### src/rtl/tx_word_pacer_if.sv
// Handshake and output bundle between the framing layer, the 64b/67b
// encoder/pacer and the downstream 67->20 gearbox.
interface tx_word_pacer_if;
  logic [63:0] S_DATA;
  logic        S_CTRL;
  logic        S_VALID;
  logic        S_READY;
  logic [66:0] DATA_OUT;
  logic        DATA_OUT_VALID;
  logic [15:0] IDLE_CNT;

  // Framing-layer side: drives words in, observes the framed stream.
  modport master (
    output S_DATA, S_CTRL, S_VALID,
    input  S_READY, DATA_OUT, DATA_OUT_VALID, IDLE_CNT
  );

  // Encoder/pacer side.
  modport slave (
    input  S_DATA, S_CTRL, S_VALID,
    output S_READY, DATA_OUT, DATA_OUT_VALID, IDLE_CNT
  );
endinterface

### src/rtl/tx_word_pacer.sv
// Interlaken TX 64b/67b encoder and line-rate pacer.
// Buffers framing-layer words, emits one framed 67-bit word in exactly 20 of
// every 67 cycles (matching a 20 bit/cycle gearbox drain), applies
// disparity-controlled payload inversion, and fills empty slots with an idle
// control word.
module tx_word_pacer #(
  parameter int          FIFO_DEPTH = 8,
  parameter logic [63:0] IDLE_WORD  = 64'h8000_0000_0000_0000
) (
  input logic              USER_CLK,
  input logic              SYSTEM_RESET,
  tx_word_pacer_if.slave   bus
);

  localparam int AW = $clog2(FIFO_DEPTH);

  // Buffer storage: {ctrl, payload} per entry.
  logic [64:0] r_mem [FIFO_DEPTH];
  logic [AW:0] r_wr_ptr;
  logic [AW:0] r_rd_ptr;

  // Pacer residue (0..66) and running disparity.
  logic [6:0]        r_residue;
  logic signed [7:0] r_rd;

  // Output registers.
  logic [66:0] r_data_out;
  logic        r_data_out_valid;
  logic [15:0] r_idle_cnt;

  logic              w_empty;
  logic              w_full;
  logic              w_push;
  logic              w_slot;
  logic              w_pop;
  logic [63:0]       w_payload;
  logic              w_ctrl;
  logic [6:0]        w_pc;
  logic signed [8:0] w_du9;
  logic signed [7:0] w_du;
  logic              w_invert;
  logic [1:0]        w_hdr;
  logic [66:0]       w_enc_word;
  logic signed [7:0] w_rd_next;

  function automatic logic [6:0] popcount64(input logic [63:0] v);
    logic [6:0] cnt;
    cnt = '0;
    for (int i = 0; i < 64; i++) cnt = cnt + 7'(v[i]);
    return cnt;
  endfunction

  // Full compares the wrap bit too, so the occupancy test needs no counter.
  assign w_empty = (r_wr_ptr == r_rd_ptr);
  assign w_full  = (r_wr_ptr[AW] != r_rd_ptr[AW]) &&
                   (r_wr_ptr[AW-1:0] == r_rd_ptr[AW-1:0]);

  // A full buffer refuses a push even when the same edge pops a word.
  assign w_push = bus.S_VALID && !w_full;
  assign w_slot = (r_residue < 7'd20);
  assign w_pop  = w_slot && !w_empty;

  // Encode the word presented at this slot: buffer head, or idle on underrun.
  always_comb begin
    // NOTE: every combinational output gets a default first so no path can
    // leave it unassigned and infer a latch.
    w_payload  = IDLE_WORD;
    w_ctrl     = 1'b1;
    if (!w_empty) begin
      w_payload = r_mem[r_rd_ptr[AW-1:0]][63:0];
      w_ctrl    = r_mem[r_rd_ptr[AW-1:0]][64];
    end
    w_pc       = popcount64(w_payload);
    // du = 2*popcount - 64 - 1, range -65..63, never zero.
    w_du9      = $signed({1'b0, w_pc, 1'b0}) - 9'sd65;
    w_du       = $signed(w_du9[7:0]);
    // Invert when the word would push disparity further the same way.
    w_invert   = (r_rd != 8'sd0) && (r_rd[7] == w_du[7]);
    w_hdr      = w_ctrl ? 2'b10 : 2'b01;
    w_enc_word = w_invert ? {1'b1, w_hdr, ~w_payload} : {1'b0, w_hdr, w_payload};
    w_rd_next  = w_invert ? (r_rd - w_du) : (r_rd + w_du);
  end

  // Buffer storage write.
  // NOTE: the storage array is deliberately not reset; the pointers alone
  // define which entries are live, so stale contents are never observed.
  always_ff @(posedge USER_CLK) begin
    if (w_push) r_mem[r_wr_ptr[AW-1:0]] <= {bus.S_CTRL, bus.S_DATA};
  end

  // Buffer pointers: push from the framing layer, pop at non-empty slots.
  always_ff @(posedge USER_CLK or posedge SYSTEM_RESET) begin
    // NOTE: sequential state uses non-blocking assignments so every register
    // samples pre-edge values regardless of statement order.
    if (SYSTEM_RESET) begin
      r_wr_ptr <= '0;
      r_rd_ptr <= '0;
    end else begin
      if (w_push) r_wr_ptr <= r_wr_ptr + 1'b1;
      if (w_pop)  r_rd_ptr <= r_rd_ptr + 1'b1;
    end
  end

  // Free-running pacer: residue steps +47 on a slot, -20 otherwise (mod 67).
  always_ff @(posedge USER_CLK or posedge SYSTEM_RESET) begin
    if (SYSTEM_RESET) r_residue <= '0;
    else if (w_slot)  r_residue <= r_residue + 7'd47;
    else              r_residue <= r_residue - 7'd20;
  end

  // Output register, running disparity and saturating idle counter.
  always_ff @(posedge USER_CLK or posedge SYSTEM_RESET) begin
    if (SYSTEM_RESET) begin
      r_data_out       <= '0;
      r_data_out_valid <= 1'b0;
      r_idle_cnt       <= '0;
      r_rd             <= '0;
    end else begin
      r_data_out_valid <= w_slot;
      if (w_slot) begin
        r_data_out <= w_enc_word;
        r_rd       <= w_rd_next;
        if (w_empty && (r_idle_cnt != 16'hFFFF)) r_idle_cnt <= r_idle_cnt + 16'd1;
      end
    end
  end

  assign bus.S_READY        = !w_full;
  assign bus.DATA_OUT       = r_data_out;
  assign bus.DATA_OUT_VALID = r_data_out_valid;
  assign bus.IDLE_CNT       = r_idle_cnt;

endmodule

### src/flat_wrapper.sv
// flat-port wrapper written by rule: the top's interface ports become plain ports
module tx_word_pacer_flat 
#(
  parameter int          FIFO_DEPTH = 8,
  parameter logic [63:0] IDLE_WORD  = 64'h8000_0000_0000_0000
)
  (USER_CLK, SYSTEM_RESET, bus_S_DATA, bus_S_CTRL, bus_S_VALID, bus_S_READY, bus_DATA_OUT, bus_DATA_OUT_VALID, bus_IDLE_CNT);
  tx_word_pacer_if bus_i ();
  input logic USER_CLK;
  input logic SYSTEM_RESET;
  input wire logic [$bits(bus_i.S_DATA)-1:0] bus_S_DATA;
  input wire logic [$bits(bus_i.S_CTRL)-1:0] bus_S_CTRL;
  input wire logic [$bits(bus_i.S_VALID)-1:0] bus_S_VALID;
  output wire logic [$bits(bus_i.S_READY)-1:0] bus_S_READY;
  output wire logic [$bits(bus_i.DATA_OUT)-1:0] bus_DATA_OUT;
  output wire logic [$bits(bus_i.DATA_OUT_VALID)-1:0] bus_DATA_OUT_VALID;
  output wire logic [$bits(bus_i.IDLE_CNT)-1:0] bus_IDLE_CNT;
  assign bus_i.S_DATA = bus_S_DATA;
  assign bus_i.S_CTRL = bus_S_CTRL;
  assign bus_i.S_VALID = bus_S_VALID;
  assign bus_S_READY = bus_i.S_READY;
  assign bus_DATA_OUT = bus_i.DATA_OUT;
  assign bus_DATA_OUT_VALID = bus_i.DATA_OUT_VALID;
  assign bus_IDLE_CNT = bus_i.IDLE_CNT;
  tx_word_pacer #(.FIFO_DEPTH(FIFO_DEPTH), .IDLE_WORD(IDLE_WORD)) u_core (.USER_CLK(USER_CLK), .SYSTEM_RESET(SYSTEM_RESET), .bus(bus_i));
endmodule
### config.mk
export PLATFORM = sky130hd
export DESIGN_NAME = tx_word_pacer_flat
export DESIGN_NICKNAME = d
export VERILOG_FILES = /design/src/rtl/tx_word_pacer_if.sv /design/src/rtl/tx_word_pacer.sv /design/src/flat_wrapper.sv
export SDC_FILE = /design/constraint.sdc
export NUM_CORES = 1
export LEC_CHECK = 0
export BUFFER_PORTS_ARGS = -buffer_cell sky130_fd_sc_hd__buf_2
export CAP_MARGIN = 30
export CORE_MARGIN = 8
export CORE_UTILIZATION = 60
export DETAILED_ROUTE_END_ITERATION = 8
export PLACE_DENSITY = 0.79
export SYNTH_ARGS = -nofsm -noshare
export SYNTH_HDL_FRONTEND = slang
export SYNTH_SLANG_ARGS = --single-unit
export TNS_END_PERCENT = 1
### constraint.sdc
create_clock -name USER_CLK -period 13.7 [get_ports USER_CLK]
set_input_delay 0.685 -clock USER_CLK [delete_from_list [all_inputs] [get_ports USER_CLK]]
set_output_delay 0.685 -clock USER_CLK [all_outputs]
set_load 0.01 [all_outputs]
[Word-level counts from Yosys, hierarchy flattened]
Memories as Yosys holds them, arrays and structs flattened.
Cells that the tools add are included.
Cells by class
  add/subtract/negate cells: 71
  magnitude comparators: 1
  eq/ne operators: 5
  mux-type cells: 8
  bitwise operators: 1
  reductions and logical operators: 9
Operators with widths (number)
  $add A7 B1 Y7: 62
  $mux W67: 1
  $mux W64: 1
  $not A64 Y64: 1
  $add A16 B1 Y16 const B: 1
  $ne A16 B16 Y1 const B: 1
  $add A4 B1 Y4 const B: 2
  $add A8 B8 Y8: 1
  $mux W8: 1
  $reduce_bool A8 Y1: 1
  $sub A8 B7 Y8 const B: 1
  $sub A8 B8 Y8: 1
  $add A7 B6 Y7 const B: 1
  $lt A7 B5 Y1 const B: 1
  $mux W7: 1
  $sub A7 B5 Y7 const B: 1
  $logic_and A1 B1 Y1: 5
  $eq A4 B4 Y1: 1
  $eq A3 B3 Y1: 1
  $mux W1: 3
  $add A1 B1 Y2: 1
  $logic_not A1 Y1: 2
  $mux W2: 1
  $reduce_and A2 Y1: 1
  2 further kinds: 2
Word-level totals
  flip-flop bits (word level): 107
  memory bits (writable): 520
  bits of input ports: 68
  output and inout bits: 85
  logic and storage cells: 103
  memories kept: 1
Memory list
  u_core.r_mem: words 8, bits a word 65, rd ports 1, clocked after memory_dff 0, wr ports 1, RTL line tx_word_pacer.sv:18  | logic [64:0] r_mem [FIFO_DEPTH];

[Depth between registers and ports, before layout]
  word-level depth: 69
  mapped depth: 38
  gate-level depth less buffers: 34

[Worst setup path after synthesis]
Ideal clock, no wire load.
  path kind: register -> register
  start point: reg u_core.r_rd_ptr[0]
  end point: reg u_core.r_rd[7]
  setup time: 0.104 ns
  arrival time: 10.001 ns
  required time: 13.596 ns
  setup slack: 3.595 ns
  stages on the path, launching flop included: 37
  path buffers: 4
  period minus slack after synthesis: 10.105 ns
  cells stage by stage: dfrtp_1 clkbuf_1 clkbuf_1 buf_2 mux4_2 mux2i_1 nor2_1 ha_1 fa_1 inv_1 fa_1 fa_1 fa_1 fa_1 fa_1 fa_1 inv_1 fa_1 fa_1 inv_1 fa_1 nor2b_1 o21ai_2 xnor2_1 or4_4 and4_4 buf_6 nor2_4 xnor2_1 ha_1 a21o_1 a21oi_1 nor2b_1 o21ai_0 a21oi_1 and2_1 a221oi_1
Between the ends
  cells in the longest elaborated chain, start to end: 69
  elaborated cells on any way between the ends: 72
  those cells by class: add/sub (66); eq/ne (2); mux (2); reduce/logical (1); memory (1)
RTL lines
  start, declared: RTL line tx_word_pacer.sv:20  | logic [AW:0] r_rd_ptr;
  start signal, assigned: RTL line tx_word_pacer.sv:100  | if (w_pop) r_rd_ptr <= r_rd_ptr + 1'b1;
  $mem_v2 Z8 W65 or $eq A4 B4 Y1 (tied branches)
  $mux W64 (*): RTL line tx_word_pacer.sv:69  | if (!w_empty) begin
  $add A1 B1 Y2: RTL line tx_word_pacer.sv:49  | for (int i = 0; i < 64; i++) cnt = cnt + 7'(v[i]);
  $add A7 B1 Y7 (61 in a row): RTL line tx_word_pacer.sv:49
  $add A7 B1 Y7 (*): RTL line tx_word_pacer.sv:49
  $sub A8 B7 Y8 (*): RTL line tx_word_pacer.sv:75  | w_du9 = $signed({1'b0, w_pc, 1'b0}) - 9'sd65;
  parallel branches: the longest is 2 deep, another holds $add A8 B8 Y8
  $mux W8 (*): RTL line tx_word_pacer.sv:81  | w_rd_next = w_invert ? (r_rd - w_du) : (r_rd + w_du);
  end signal, assigned: RTL line tx_word_pacer.sv:122  | r_rd <= w_rd_next;
  end, declared: RTL line tx_word_pacer.sv:24  | logic signed [7:0] r_rd;
Every way passes the cells marked *.
A chain may end at the register's enable or synchronous reset.

[Worst setup path in the final report]
Same ends and word-level chain as after synthesis.

==> flow_metrics.env <==
export IMPL_status="finished, final reports clean"
export IMPL_hold_buffers=0
export IMPL_worst_hold_path_type="primary input to async pin"
export IMPL_cts_tree="built"
export IMPL_syn_nets=1735
export IMPL_rsz0062_at_grt="no"
export IMPL_grt_pass1_vias=15430
export IMPL_io_pins=153
export IMPL_synth_area_top_cells="edfxtp_1 (58%), mux4_2 (11%), dfrtp_1 (9.9%), fa_1 (4.1%), mux2_2 (1.9%)"
export IMPL_yosys_area_share_simple=0.05134
export IMPL_grt_pass1_wl_um=93300
export IMPL_setup_tns_ns=0
export IMPL_synthAdderAreaFrac=0.05375
export IMPL_hpwlAfterDp_um=36070
export IMPL_cts_buffers=59
export IMPL_synthCells=1584
export IMPL_maxCapViolations=0
export IMPL_period_share=0.8142
export IMPL_synth_edf_count=520
export IMPL_cp_top_family="adder cells"
export IMPL_grt_max_degree=134
export IMPL_drt_pass1_iterations=7
export IMPL_drc=0
export IMPL_max_stage_delay_ns=0.92
export IMPL_gp_congestion=0.8305
export IMPL_drt_wl_total_um=61380
export IMPL_vias_per_cell=6.271
export IMPL_r2r_cells=33
export IMPL_synth_compound_area_frac=0.04245
export IMPL_slew_viol_final=0
export IMPL_path_class="register to register"
export IMPL_tightest_slew_ns=1.023
export IMPL_final_common_cell="edfxtp_1"
export IMPL_post_cts_resized=0
export IMPL_final_cells=2376
export IMPL_overflow=0
export IMPL_hold_violations=0
export IMPL_drt_iter0_drc=1476
export IMPL_postCtsSetupBuffers=0
export IMPL_arrival_ns=11.66
export IMPL_cp_common_cell="fa_1"
export IMPL_critPathRequiredTime_ns=14.21
export IMPL_synth_ff_type="edfxtp_1"
export IMPL_die_area_um2=52050
export IMPL_maxSlewHeadroom=0.3177
export IMPL_clk_pin_slew_worst_paths_ns=0.06
export IMPL_worstSetupPathDepth=33
export IMPL_fp_coreArea_um2=44320
export IMPL_avgRoutedWirePerCell_um=25.83
export IMPL_setup_viol=0
export IMPL_syn_cell_area_um2=27000
export IMPL_layout_common_cells="edfxtp_1 (520), buf_2 (152), mux4_2 (130), nand2_1 (129), dfrtp_1 (104)"
export IMPL_fp_row_count=77
export IMPL_syn_area_per_cell_um2=17.05
export IMPL_routed_via_count=14900
export IMPL_antenna_found_initial=8
export IMPL_synth_cell_type_count=53
export IMPL_path_max_fanout=49
export IMPL_start_util=0.6093
export IMPL_synth_seq_area_share=0.6775
export IMPL_ant_nets=0
export IMPL_drive_above_1_share=0.2640
export IMPL_fin_skew_ns=0.02034
export IMPL_synth_xor_area_frac=0.01525
export IMPL_grtUsageTotal=0.2330
export IMPL_cts_root_buf="clkbuf_16"
export IMPL_cts_buffer_depth=3
export IMPL_area_growth_pct=13.21
export IMPL_ys_seq_elements=627
export IMPL_endpoint_kind="register"
export IMPL_synth_top_family_by_area="multiplexers"
export IMPL_num_nets_final=1880
export IMPL_async_flop_share=0.1707
export IMPL_clock_sinks=627
export IMPL_critPathSlowestCell="dfrtp_4"
export IMPL_clock_fmax_ghz=0.08965
export IMPL_layout_min_cycle_time_ns=11.16
export IMPL_synth_area_mux_share=0.1354
export IMPL_synth_area_leader_cell="edfxtp_1"
export IMPL_htree_levels=2
export IMPL_portBuffers=152
export IMPL_dp_cells=2257
export IMPL_ys_warn_count=0
export IMPL_worstSetupStartpointType="register"
export IMPL_die_y_um=228.1
export IMPL_synth_top_cell_area_share=0.5783
export IMPL_die_w_um=228.1
export IMPL_cp_num_buf_inv=5
export IMPL_insertion_delay_ns=0.62
==> routing by layer <==
| metal | vias up | share of wire | global-route usage |
|---|---|---|---|
| met1 | 7752 | 0.39 | 0.3079 |
| met4 | 8 | 0.028 | 0.07540 |
| met5 | - | 0.00078 | 0 |
| li1 | 6355 | - | - |
| met3 | 127 | 0.076 | 0.04741 |
| met2 | 659 | 0.50 | 0.3884 |
==> worst register-to-register path: cells and delay by family (launching register included) <==
kind	cells	cell delay, ns
AOI/OAI and AO/OA	7	1.65
xor gates and xnor gates	2	0.39
adders and majority gates	11	5.07
buffers and inverters	5	0.70
DFF	1	0.92
muxes	2	0.94
and+or+nand+nor	6	1.36
==> logic make-up (layout without fill, tap and decap cells) <==
kind of cell	Yosys count	in the layout
mux	197	197
fa+ha+maj	83	83
simple gates	295	295
xor+xnor	47	47
buf+inv	164	360
other cells	0	4
compound gates	171	171
flops	627	627
==> registers in the layout (all words and copies together), names as in the netlist <==
name,cells
u_core.bus.DATA_OUT,67
u_core.r_rd_ptr,4
u_core.r_rd,8
u_core.r_residue,7
u_core.r_mem,520
u_core.bus.IDLE_CNT,16
u_core.r_wr_ptr,4
u_core.bus.DATA_OUT_VALID,1
==> stage by stage <==
step | worst slack [ns] | util | area, um^2 | hold WS, ns
floorplan | 3.595 | - | 27000 | 0.4607
global placement | 2.681 | 0.6407 | 28390 | 0.4594
detailed placement | 2.362 | 0.6419 | 28450 | 0.4642
CTS | 2.329 | 0.6878 | 30480 | 0.2557
global route | 1.891 | 0.6896 | 30560 | 0.2987
finish | 2.545 | 0.6898 | 30570 | 0.2519
==> final timing paths <==
kind	start	endpoint	slack (ns)
worst max-delay path	u_core.r_rd_ptr[0]	u_core.r_rd[7]	2.54
worst min-delay path	SYSTEM_RESET	u_core.bus.DATA_OUT[20]	0.25
worst max register to register	u_core.r_rd_ptr[0]	u_core.r_rd[7]	2.54
worst min register to register	u_core.bus.DATA_OUT[29]	u_core.bus.DATA_OUT[29]	0.48
max in group asynchronous	SYSTEM_RESET	u_core.bus.DATA_OUT[62]	12.27
min in group USER_CLK	bus_S_DATA[24]	u_core.r_mem[1][24]	0.33
==> final cells by class <==
type                    count  area, um^2
flip-flops and latches    627       18300
fillers                  2742       13750
multi-input cells         793        8138
clock buffers              87        1724
repair buffers            175        1064
well taps                 592       740.7
clock inverters            25       311.5
inverters                  73       276.5
diodes                      4       10.01
==> cell usage after synthesis, drive strengths merged (32+ instances only) <==
cell type and count:
nor3 32, buf 34, edfxtp 520, mux2 46, inv 73, mux4 130, o31ai 63, clkbuf 57
nor2 48, dfrtp 107, a21oi 51, fa 55, and3 45, nand2 130
Power is left out: the tool's default activity adds up to more than one toggle a clock period on the data nets, which glitch-free logic cannot reach.
